<file path="config.mk">
export PLATFORM = sky130hd
export DESIGN_NAME = nec_ir_rx_param
export DESIGN_NICKNAME = d
export VERILOG_FILES = /design/src/rtl/nec_ir_rx_param.sv
export SDC_FILE = /design/constraint.sdc
export NUM_CORES = 1
export LEC_CHECK = 0
export BUFFER_PORTS_ARGS = -buffer_cell sky130_fd_sc_hd__buf_2
export CORE_MARGIN = 5
export CORE_UTILIZATION = 28
export CTS_CLUSTER_SIZE = 40
export DETAILED_ROUTE_END_ITERATION = 16
export PLACE_DENSITY = 0.51
export SETUP_SLACK_MARGIN = 0.05
export SLEW_MARGIN = 20
export SYNTH_ARGS = -nofsm -noshare
export SYNTH_HDL_FRONTEND = slang
export SYNTH_SLANG_ARGS = --single-unit
</file>
<file path="constraint.sdc">
create_clock -name sys_clk -period 5.1 [get_ports sys_clk]
set_input_delay 0.765 -clock sys_clk [delete_from_list [all_inputs] [get_ports sys_clk]]
set_output_delay 0.765 -clock sys_clk [all_outputs]
set_load 0.03 [all_outputs]
</file>
<file path="src/rtl/nec_ir_rx_param.sv">
// NEC IR frame decoder with derived timing windows, gated repeat and coded errors.
// Define NEC_IR_EXT_ADDR_EN to accept extended NEC (16 independent address bits).
module nec_ir_rx_param #(
  parameter int unsigned CLK_FREQ_HZ       = 50_000_000,
  parameter int unsigned TOL_PCT           = 20,
  parameter int unsigned REPEAT_TIMEOUT_MS = 120,
  parameter int unsigned SYNC_STAGES       = 2
) (
  input  logic        sys_clk,
  input  logic        sys_rst_n,
  input  logic        inf_in,
  output logic        frame_valid,
  output logic [15:0] addr,
  output logic [7:0]  cmd,
  output logic        repeat_en,
  output logic        frame_err,
  output logic [2:0]  err_code,
  output logic        busy
);

  function automatic longint unsigned nom(input longint unsigned t_us);
    return t_us * 64'(CLK_FREQ_HZ) / 64'd1_000_000;
  endfunction

  function automatic longint unsigned win_lo(input longint unsigned t_us);
    return nom(t_us) * (64'd100 - 64'(TOL_PCT)) / 64'd100;
  endfunction

  function automatic longint unsigned win_hi(input longint unsigned t_us);
    return nom(t_us) * (64'd100 + 64'(TOL_PCT)) / 64'd100;
  endfunction

  localparam int unsigned CW = $clog2(win_hi(64'd9000)) + 1;

  localparam logic [CW-1:0] LEAD_LO = CW'(win_lo(64'd9000));
  localparam logic [CW-1:0] LEAD_HI = CW'(win_hi(64'd9000));
  localparam logic [CW-1:0] HDR_LO  = CW'(win_lo(64'd4500));
  localparam logic [CW-1:0] HDR_HI  = CW'(win_hi(64'd4500));
  localparam logic [CW-1:0] RPT_LO  = CW'(win_lo(64'd2250));
  localparam logic [CW-1:0] RPT_HI  = CW'(win_hi(64'd2250));
  localparam logic [CW-1:0] BIT_LO  = CW'(win_lo(64'd560));
  localparam logic [CW-1:0] BIT_HI  = CW'(win_hi(64'd560));
  localparam logic [CW-1:0] ONE_LO  = CW'(win_lo(64'd1690));
  localparam logic [CW-1:0] ONE_HI  = CW'(win_hi(64'd1690));

  localparam longint unsigned RPT_CYC = 64'(REPEAT_TIMEOUT_MS) * 64'(CLK_FREQ_HZ) / 64'd1000;
  localparam int unsigned     RW      = $clog2(RPT_CYC + 64'd1);
  localparam logic [RW-1:0]   RPT_MAX = RW'(RPT_CYC);

  typedef enum logic [2:0] {
    S_IDLE, S_LEAD_L, S_LEAD_H, S_BIT_L, S_BIT_H, S_STOP_L, S_RPT_L
  } state_t;

  function automatic logic in_win(input logic [CW-1:0] v, input logic [CW-1:0] lo,
                                  input logic [CW-1:0] hi);
    return (v >= lo) && (v <= hi);
  endfunction

  state_t                 state_q;
  logic [SYNC_STAGES-1:0] sync_q;
  logic                   in_q;
  logic [CW-1:0]          cnt_q;
  logic [RW-1:0]          rpt_q;
  logic [31:0]            shift_q;
  logic [4:0]             bit_idx_q;
  logic                   fall_c, rise_c, cmd_ok_c, addr_ok_c;
  logic [CW-1:0]          tmo_hi_c;
  logic [2:0]             err_c;

  // Input synchroniser (idles high) plus edge-detect flop
  always_ff @(posedge sys_clk or negedge sys_rst_n) begin
    if (!sys_rst_n) begin
      sync_q <= '1;
      in_q   <= 1'b1;
    end else begin
      sync_q <= {sync_q[SYNC_STAGES-2:0], inf_in};
      in_q   <= sync_q[SYNC_STAGES-1];
    end
  end

  assign fall_c = in_q & ~sync_q[SYNC_STAGES-1];
  assign rise_c = ~in_q & sync_q[SYNC_STAGES-1];

  // Saturating width counter, restarted by every edge
  always_ff @(posedge sys_clk or negedge sys_rst_n) begin
    if (!sys_rst_n)             cnt_q <= '0;
    else if (fall_c || rise_c)  cnt_q <= '0;
    else if (cnt_q != '1)       cnt_q <= cnt_q + CW'(1);
  end

  assign cmd_ok_c = (shift_q[31:24] == ~shift_q[23:16]);
`ifdef NEC_IR_EXT_ADDR_EN
  assign addr_ok_c = 1'b1;
`else
  assign addr_ok_c = (shift_q[15:8] == ~shift_q[7:0]);
`endif

  always_comb begin
    tmo_hi_c = '1;
    case (state_q)
      S_LEAD_L:                   tmo_hi_c = LEAD_HI;
      S_LEAD_H:                   tmo_hi_c = HDR_HI;
      S_BIT_L, S_STOP_L, S_RPT_L: tmo_hi_c = BIT_HI;
      S_BIT_H:                    tmo_hi_c = ONE_HI;
      default:                    tmo_hi_c = '1;
    endcase
  end

  // Error decision; a timeout outranks an edge arriving on the same cycle
  always_comb begin
    err_c = 3'd0;
    if (state_q != S_IDLE && cnt_q > tmo_hi_c) begin
      err_c = 3'd5;
    end else begin
      case (state_q)
        S_LEAD_L: if (rise_c && !in_win(cnt_q, LEAD_LO, LEAD_HI)) err_c = 3'd1;
        S_LEAD_H: if (fall_c && !in_win(cnt_q, HDR_LO, HDR_HI) &&
                      !in_win(cnt_q, RPT_LO, RPT_HI)) err_c = 3'd1;
        S_BIT_L:  if (rise_c && !in_win(cnt_q, BIT_LO, BIT_HI)) err_c = 3'd2;
        S_BIT_H:  if (fall_c && !in_win(cnt_q, BIT_LO, BIT_HI) &&
                      !in_win(cnt_q, ONE_LO, ONE_HI)) err_c = 3'd2;
        S_STOP_L: if (rise_c) begin
                    if (!in_win(cnt_q, BIT_LO, BIT_HI)) err_c = 3'd2;
                    else if (!(cmd_ok_c && addr_ok_c)) err_c = 3'd3;
                  end
        S_RPT_L:  if (rise_c) begin
                    if (!in_win(cnt_q, BIT_LO, BIT_HI)) err_c = 3'd1;
                    else if (rpt_q == RPT_MAX)         err_c = 3'd4;
                  end
        default:  err_c = 3'd0;
      endcase
    end
  end

  always_ff @(posedge sys_clk or negedge sys_rst_n) begin
    if (!sys_rst_n) begin
      state_q     <= S_IDLE;
      shift_q     <= '0;
      bit_idx_q   <= '0;
      rpt_q       <= RPT_MAX;
      addr        <= '0;
      cmd         <= '0;
      frame_valid <= 1'b0;
      repeat_en   <= 1'b0;
      frame_err   <= 1'b0;
      err_code    <= '0;
      busy        <= 1'b0;
    end else begin
      frame_valid <= 1'b0;
      repeat_en   <= 1'b0;
      frame_err   <= 1'b0;
      if (rpt_q != RPT_MAX) rpt_q <= rpt_q + RW'(1);
      if (err_c != 3'd0) begin
        frame_err <= 1'b1;
        err_code  <= err_c;
        state_q   <= S_IDLE;
        busy      <= 1'b0;
      end else begin
        case (state_q)
          S_IDLE: if (fall_c) begin
            state_q <= S_LEAD_L;
            busy    <= 1'b1;
          end
          S_LEAD_L: if (rise_c) state_q <= S_LEAD_H;
          S_LEAD_H: if (fall_c) begin
            if (in_win(cnt_q, HDR_LO, HDR_HI)) begin
              state_q   <= S_BIT_L;
              bit_idx_q <= '0;
            end else begin
              state_q <= S_RPT_L;
            end
          end
          S_BIT_L: if (rise_c) state_q <= S_BIT_H;
          S_BIT_H: if (fall_c) begin
            shift_q   <= {in_win(cnt_q, ONE_LO, ONE_HI), shift_q[31:1]};
            bit_idx_q <= bit_idx_q + 5'd1;
            state_q   <= (bit_idx_q == 5'd31) ? S_STOP_L : S_BIT_L;
          end
          S_STOP_L: if (rise_c) begin
            addr        <= shift_q[15:0];
            cmd         <= shift_q[23:16];
            frame_valid <= 1'b1;
            rpt_q       <= '0;
            state_q     <= S_IDLE;
            busy        <= 1'b0;
          end
          S_RPT_L: if (rise_c) begin
            repeat_en <= 1'b1;
            rpt_q     <= '0;
            state_q   <= S_IDLE;
            busy      <= 1'b0;
          end
          default: begin
            state_q <= S_IDLE;
            busy    <= 1'b0;
          end
        endcase
      end
    end
  end

endmodule

</file>
**Yosys cells after proc, flatten, opt, wreduce, memory -nomap -nowiden**

Cells that the tools add are included.

- Add/subtract/negate cells: 3
- Multiply operators: 0
- Divide/modulo/power cells: 0
- Order comparisons: 11
- Equal/unequal tests: 22
- Shifts and indexed selects: 0
- Muxes and demuxes: 43
- Bitwise logic cells: 7
- Reduce and logical (&&, ||, !) cells: 32

Operators by type and width:

| operator | number |
|---|---|
| 2-to-1 mux 23 bit | 4 |
| one-hot mux 21 bit (4 select lines) | 1 |
| >= comparator 21 x 17 -> 1 bit (second input constant) | 2 |
| 2-to-1 mux 21 bit | 2 |
| 2-to-1 mux 3 bit | 13 |
| one-hot mux 3 bit (6 select lines) | 2 |
| adder 23 x 1 -> 23 bit (second input constant) | 1 |
| == test 23 bit (second input constant) | 1 |
| inequality test 23 bit (second input constant) | 1 |
| adder 21 x 1 -> 21 bit (second input constant) | 1 |
| >= comparator 21 x 15 -> 1 bit (second input constant) | 1 |
| >= comparator 21 x 18 -> 1 bit (second input constant) | 1 |
| >= comparator 21 x 19 -> 1 bit (second input constant) | 1 |
| > comparator 21 bit | 1 |
| <= comparator 21 x 16 -> 1 bit (second input constant) | 1 |
| <= comparator 21 x 17 -> 1 bit (second input constant) | 1 |
| <= comparator 21 x 18 -> 1 bit (second input constant) | 1 |
| <= comparator 21 x 19 -> 1 bit (second input constant) | 1 |
| <= comparator 21 x 20 -> 1 bit (second input constant) | 1 |
| inequality test 21 bit (second input constant) | 1 |
| == test 8 bit | 2 |
| inverter 8 bit | 2 |
| 2-to-1 mux 5 bit | 3 |
| inequality test 3 bit (second input constant) | 5 |
| 26 further kinds | 68 |

- Bits in registers: 118
- Bits in latches: 0
- RAM bits: 0
- Bits in read-only memories: 0
- Bits of input ports: 3
- Output and inout bits: 31
- Logic and storage cells: 132
- Memories kept: 0

**Longest topological paths before layout**

- Depth after elaboration: 11
- Mapped depth: 15
- Mapped depth without buffers: 12

**Least setup slack after synthesis**

OpenSTA, ideal clock, no wires.

- Path type: reg-to-reg
- From: register state_q[1]
- To: register shift_q[24]
- Setup time: 0.125 ns
- Data arrival time: 3.214 ns
- Slack: 1.761 ns
- Stages on the path, launching flop included: 15
- Buffers on the path: 3
- Clock period less this slack: 3.339 ns
- Cells stage by stage: dfrtp_1 clkbuf_1 xor2_1 nand2_1 o21ai_0 nand2b_1 ha_1 nand4_1 a211o_1 o221a_1 o21a_1 buf_6 o211ai_4 buf_6 mux2_4

- Word-level cells in the longest chain between the ends: 9
- Elaborated cells between the ends (all ways): 16
- Classes of those cells: order compare (1); eq/ne (6); mux (3); bitwise (1); reduce/logical (5)

RTL lines:

| element | RTL line | text |
|---|---|---|
| from (decl) | 59 | `state_t state_q;` |
| from (signal assigned) | 177 | `state_q <= (bit_idx_q == 5'd31) ? S_STOP_L : S_BIT_L;` |
| == test 3 bit or == test 3 x 2 -> 1 bit (tied branches) | 100, 115 |  |
| OR reduction 3 bit | 100 | `case (state_q)` |
| one-hot mux 21 bit (4 select lines) | 100 |  |
| > comparator 21 bit | 112 | `if (state_q != S_IDLE && cnt_q > tmo_hi_c) begin` |
| logical AND 1 bit | 112 |  |
| 2-to-1 mux 3 bit | 112 |  |
| nonzero test 3 bit | 153 | `if (err_c != 3'd0) begin` |
| inverter 1 bit (no line) | -- |  |
| AND reduction 3 bit (no line) (*) | -- |  |
| to (signal assigned) | 175 | `shift_q <= {in_win(cnt_q, ONE_LO, ONE_HI), shift_q[31:1]};` |
| to (decl) | 64 | `logic [31:0] shift_q;` |

Every way passes the cells marked *; elsewhere a longest branch is shown, timed or not.
A chain may end at the register's enable or synchronous reset.

**Final worst setup path**

- From: register state_q[0]
- To: register addr[11]

- Word-level cells in the longest chain between the ends: 9
- Elaborated cells between the ends (all ways): 16
- Classes of those cells: order compare (1); eq/ne (6); mux (3); bitwise (1); reduce/logical (5)

RTL lines:

| element | RTL line | text |
|---|---|---|
| == test 3 bit, or another cell as far along | 100, 115 |  |
| OR reduction 3 bit | 100 |  |
| one-hot mux 21 bit (4 select lines) | 100 |  |
| > comparator 21 bit | 112 |  |
| logical AND 1 bit | 112 |  |
| 2-to-1 mux 3 bit | 112 |  |
| nonzero test 3 bit | 153 |  |
| inverter 1 bit (no line) | -- |  |
| AND reduction 3 bit (no line) (*) | -- |  |
| to (signal assigned) | 180 | `addr <= shift_q[15:0];` |
| to (decl) | 13 | `output logic [15:0] addr,` |

Marked as above.

==> summary.md <==
| Metric | Value |
|---|---|
| Crit path buf inv count | `0` |
| Placed cell areas | `7188 sq um` |
| Worst hold margin | `356.2 ps` |
| Maximum vdd ir drop | `0.0002577 V` |
| Starting DRT DRC Count | `346` |
| Post-cts sizing count | `0` |
| TritonCTS buffer count | `17` |
| Starting density of the core | `28.18%` |
| GP Congestion | `0.8504` |
| Warnings, synthesis | `0` |
| Highest Clock Rate | `253.1 MHz` |
| Seq cells post-synth | `118` |
| Number of buffers between clock root and the deepest sink | `2` |
| Final-stage net count | `695` |
| CP Capture Type | `flop` |
| Antenna-violating nets left | `0` |
| Final setup vio count | `0` |
| Post-cts hold buffer count | `0` |
| Status | `completed` |
| CTS tree | `done` |
| Finished Layout Cells | `1002` |
| Average instance area after synthesis | `10.47 sq um` |
| Final critical path time including I/O delays and setup | `3950 ps` |
| Sw Share | `31.86%` |
| Clk_lat worst skew | `430 ps` |
| Post-synthesis net count | `679` |
| Cells along the critical path | `xor2_1 -> nand2_1 -> o21ai_0 -> nand2b_1 -> ha_1 -> nand4_1 -> a211o_1 -> o221a_1 -> o21a_1 -> o211ai_4 -> mux2_2` |
| Slowest CP cell | `sky130_fd_sc_hd__o211ai_4` |
| Final core utilization | `32.39%` |
| Detailed-route wire length per cell | `15.60 microns` |
| Register-to-register setup slack | `1150 ps` |
| RSZ-0062 raised after global routing | `false` |
| Critical path's largest stage delay | `710 ps` |
| Final global-route overflow total | `0` |
| Netlist Area Pre-Place | `6794 sq um` |
| Max-slew headroom at the worst pin | `39.91%` |
| Detail Placement HPWL | `10840 microns` |
| Buffer count from post-CTS setup fixing | `0` |
| Worst r2r path cells | `11` |
| Final routed DRC violation total | `0` |
| Classification of the worst setup path | `flop to flop` |
| Sort of element at the start of the critical path | `flop` |
| Portion of total power attributed to combinational logic | `19.8%` |
| Worst Max-Slew Pin Slew | `901.3 ps` |
| Diode count | `0` |
| Cell family with the largest share of critical-path delay | `compound AO/OA/AOI/OAI gates` |
| Fraction of final layout cells with drive strength greater than 1 | `21.98%` |
| Number of levels in the clock H-tree | `4` |
| Async set or reset register ratio after synthesis | `100.0%` |
| Post-synth EDFFs | `0` |
| Pins over their slew limit | `0` |
| Largest fanout of any net on the critical path | `24` |
| Vias after detailed routing | `4916` |
| Final Hold Viols | `0` |
| Via density | `4.906` |
| Design internal power | `1.998 mW` |
| Clock skew after layout | `22.68 ps` |
| Number of placed instances with taps included | `970` |
| Worst reg2reg endpoint | `addr[11]$_DFFE_PN0P_` |
| # IOs | `34` |
| Syn-to-layout area delta | `14.92%` |
| Startpoint of the worst register-to-register path | `state_q[0]$_DFFE_PN0P_` |
| Clock-pin slew of the registers on the worst-case setup and hold paths | `60 ps` |
| Hold-critical path endpoint | `sync_q[1]$_DFF_PN1_` |
| Arrival time at the worst endpoint | `4250 ps` |
| Portion of the post-synthesis area used by sequential elements | `43.70%` |
| First drt pass iteration count | `5` |
| Quantity of I/O buffers inserted on ports | `33` |
| Sequential share of power | `37.4%` |
| P_leak | `3.523 nW` |
| Pin count of the biggest net entering global routing | `64` |
| Layout Cell Area excl Fill | `7807 sq um` |
| Worst setup path startpoint | `state_q[0]$_DFFE_PN0P_` |
| Switch Pwr | `0.9344 mW` |
| Via count of the first global-routing pass | `5016` |
| Total clock sinks | `118` |
| Initial antenna violation count | `0` |
| Class of the tightest hold or removal check | `flop to flop` |
| Wire length of the first global-routing pass | `26830 microns` |
| Pwr/cell area | `375.6 nW/um^2` |
| Horiz. Die Dim | `165.8 microns` |
| Total number of placement rows | `57` |
| Req. time, crit path | `5400 ps` |
| Total wirelength of the detailed-routed design | `15630 microns` |
| Die Y | `165.8 microns` |
| Core footprint | `24110 sq um` |
| Final TNS setup | `0 ps` |
| Max-capacitance violation count | `0` |
| Clk pwr share | `42.8%` |
| Synthesized netlist cell count | `649` |
| Ratio of final minimum period to clock period | `77.46%` |
| Root buf cell | `sky130_fd_sc_hd__clkbuf_16` |
| Startpoint of the tightest hold check path | `sync_q[0]$_DFF_PN1_` |
| Unique masters post-synth | `64` |
| Global-route total usage across every layer | `11.74%` |
| Area enclosed by the die boundary | `27480 sq um` |
| Main synth FF type | `sky130_fd_sc_hd__dfrtp_1` |
| WHS Path Cells | `0` |
-- worst reg2reg max path, cell delays in order, from the launching register on --
cell and delay (ps):
sky130_fd_sc_hd__dfrtp_1 680, sky130_fd_sc_hd__xor2_1 180, sky130_fd_sc_hd__nand2_1 100, sky130_fd_sc_hd__o21ai_0 180, sky130_fd_sc_hd__nand2b_1 250, sky130_fd_sc_hd__ha_1 320, sky130_fd_sc_hd__nand4_1 120, sky130_fd_sc_hd__a211o_1 310
sky130_fd_sc_hd__o221a_1 230, sky130_fd_sc_hd__o21a_1 320, sky130_fd_sc_hd__o211ai_4 710, sky130_fd_sc_hd__mux2_2 430
-- cells in the mapped netlist (9+ instances only) --
master                       n  share of area (%)
sky130_fd_sc_hd__a21oi_1    21                1.5
sky130_fd_sc_hd__mux2_2     29                4.8
sky130_fd_sc_hd__nor4_1     12                1.1
sky130_fd_sc_hd__xor2_1     23                3.0
sky130_fd_sc_hd__nand2_1    36                2.0
sky130_fd_sc_hd__nor2_1     47                2.6
sky130_fd_sc_hd__buf_2       9               0.66
sky130_fd_sc_hd__ha_1       27                5.0
sky130_fd_sc_hd__a31oi_1    28                2.6
sky130_fd_sc_hd__nand3_1    23                1.7
sky130_fd_sc_hd__inv_1      19                1.0
sky130_fd_sc_hd__and3_1     15                1.4
sky130_fd_sc_hd__clkbuf_1   25                1.4
sky130_fd_sc_hd__xnor2_1    34                4.4
sky130_fd_sc_hd__mux2_4     27                6.0
sky130_fd_sc_hd__nand4_1    17                1.6
sky130_fd_sc_hd__dfrtp_1   105                 39
sky130_fd_sc_hd__nor3_1     16                1.2
sky130_fd_sc_hd__dfstp_2    13                5.0
sky130_fd_sc_hd__o21ai_0    19                1.4
-- worst max path at each step --
stage	to	slack, ps	cells after the start
final	addr[11]$_DFFE_PN0P_	1150	11
after global routing	cmd[4]$_DFFE_PN0P_	770	11
after CTS	addr[2]$_DFFE_PN0P_	1130	11
after detailed placement	addr[2]$_DFFE_PN0P_	1120	11
after global placement	addr[9]$_DFFE_PN0P_	1250	11
after floorplan	shift_q[24]$_DFFE_PN0P_	1760	14
-- metal layers --
metal	track usage, %	vias to the layer above	share of wire (%)
li1	-	2410	-
met1	16.94	2407	50
met2	17.44	91	45
met3	2.618	8	4.0
met4	3.945	0	0.76
met5	0	-	0
-- through the flow --
| step | power (mW) | worst slack (ps) |
|---|---|---|
| 2_1_floorplan | 1.542 | 1761 |
| 4_1_cts | 2.971 | 1128 |
| 5_1_grt | 3.100 | 765.4 |
| 3_3_place_gp | 1.687 | 1246 |
| 3_5_place_dp | 1.692 | 1124 |
| 6_report | 2.933 | 1150 |
-- cell type report --
class	count	area, sq um
clock buffer	17	425.4
timing repair buffer	39	212.7
clock inverter	15	193.9
tap	324	405.4
inverter	20	75.07
fill	2504	16300
multi-input combinational	469	3526
sequential	118	2969
-- cells in the final DEF (no fill, tap or decap), drive strengths merged, types with 23 or more instances in the layout --
cell and count:
xnor2 34, ha 27, a31oi 28, nor2 47, inv 24, nand2 36, mux2 56, dfrtp 105
nand3 23, buf 39, xor2 23
-- registers in the layout (all words and copies together) (netlist names) --
name,count
bit_idx_q,5
cnt_q,21
repeat_en,1
err_code,3
busy,1
state_q,3
sync_q,2
rpt_q,23
frame_err,1
frame_valid,1
addr,16
shift_q,32
cmd,8
in_q,1
-- power by group through the flow --
stage               clock network [mW]  registers (mW)  logic (mW)
floorplan                            0            1.10       0.446
global placement                     0            1.11       0.576
detailed placement                   0            1.11       0.578
CTS                               1.29            1.10       0.585
global route                      1.33            1.11       0.659
finish                            1.25            1.10       0.582
-- cell families (layout without fill, tap and decap cells) --
family          after synthesis  after routing  share of synthesized area, %
compound gates              120            120                         12.38
xor+xnor                     57             57                         7.348
fa+ha+maj                    28             28                         5.120
buf+inv                      62             91                         4.586
flops                       118            118                         43.70
mux                          57             57                         10.92
simple gates                207            207                         15.95
Note: power is estimated with default switching activity, not from simulation.
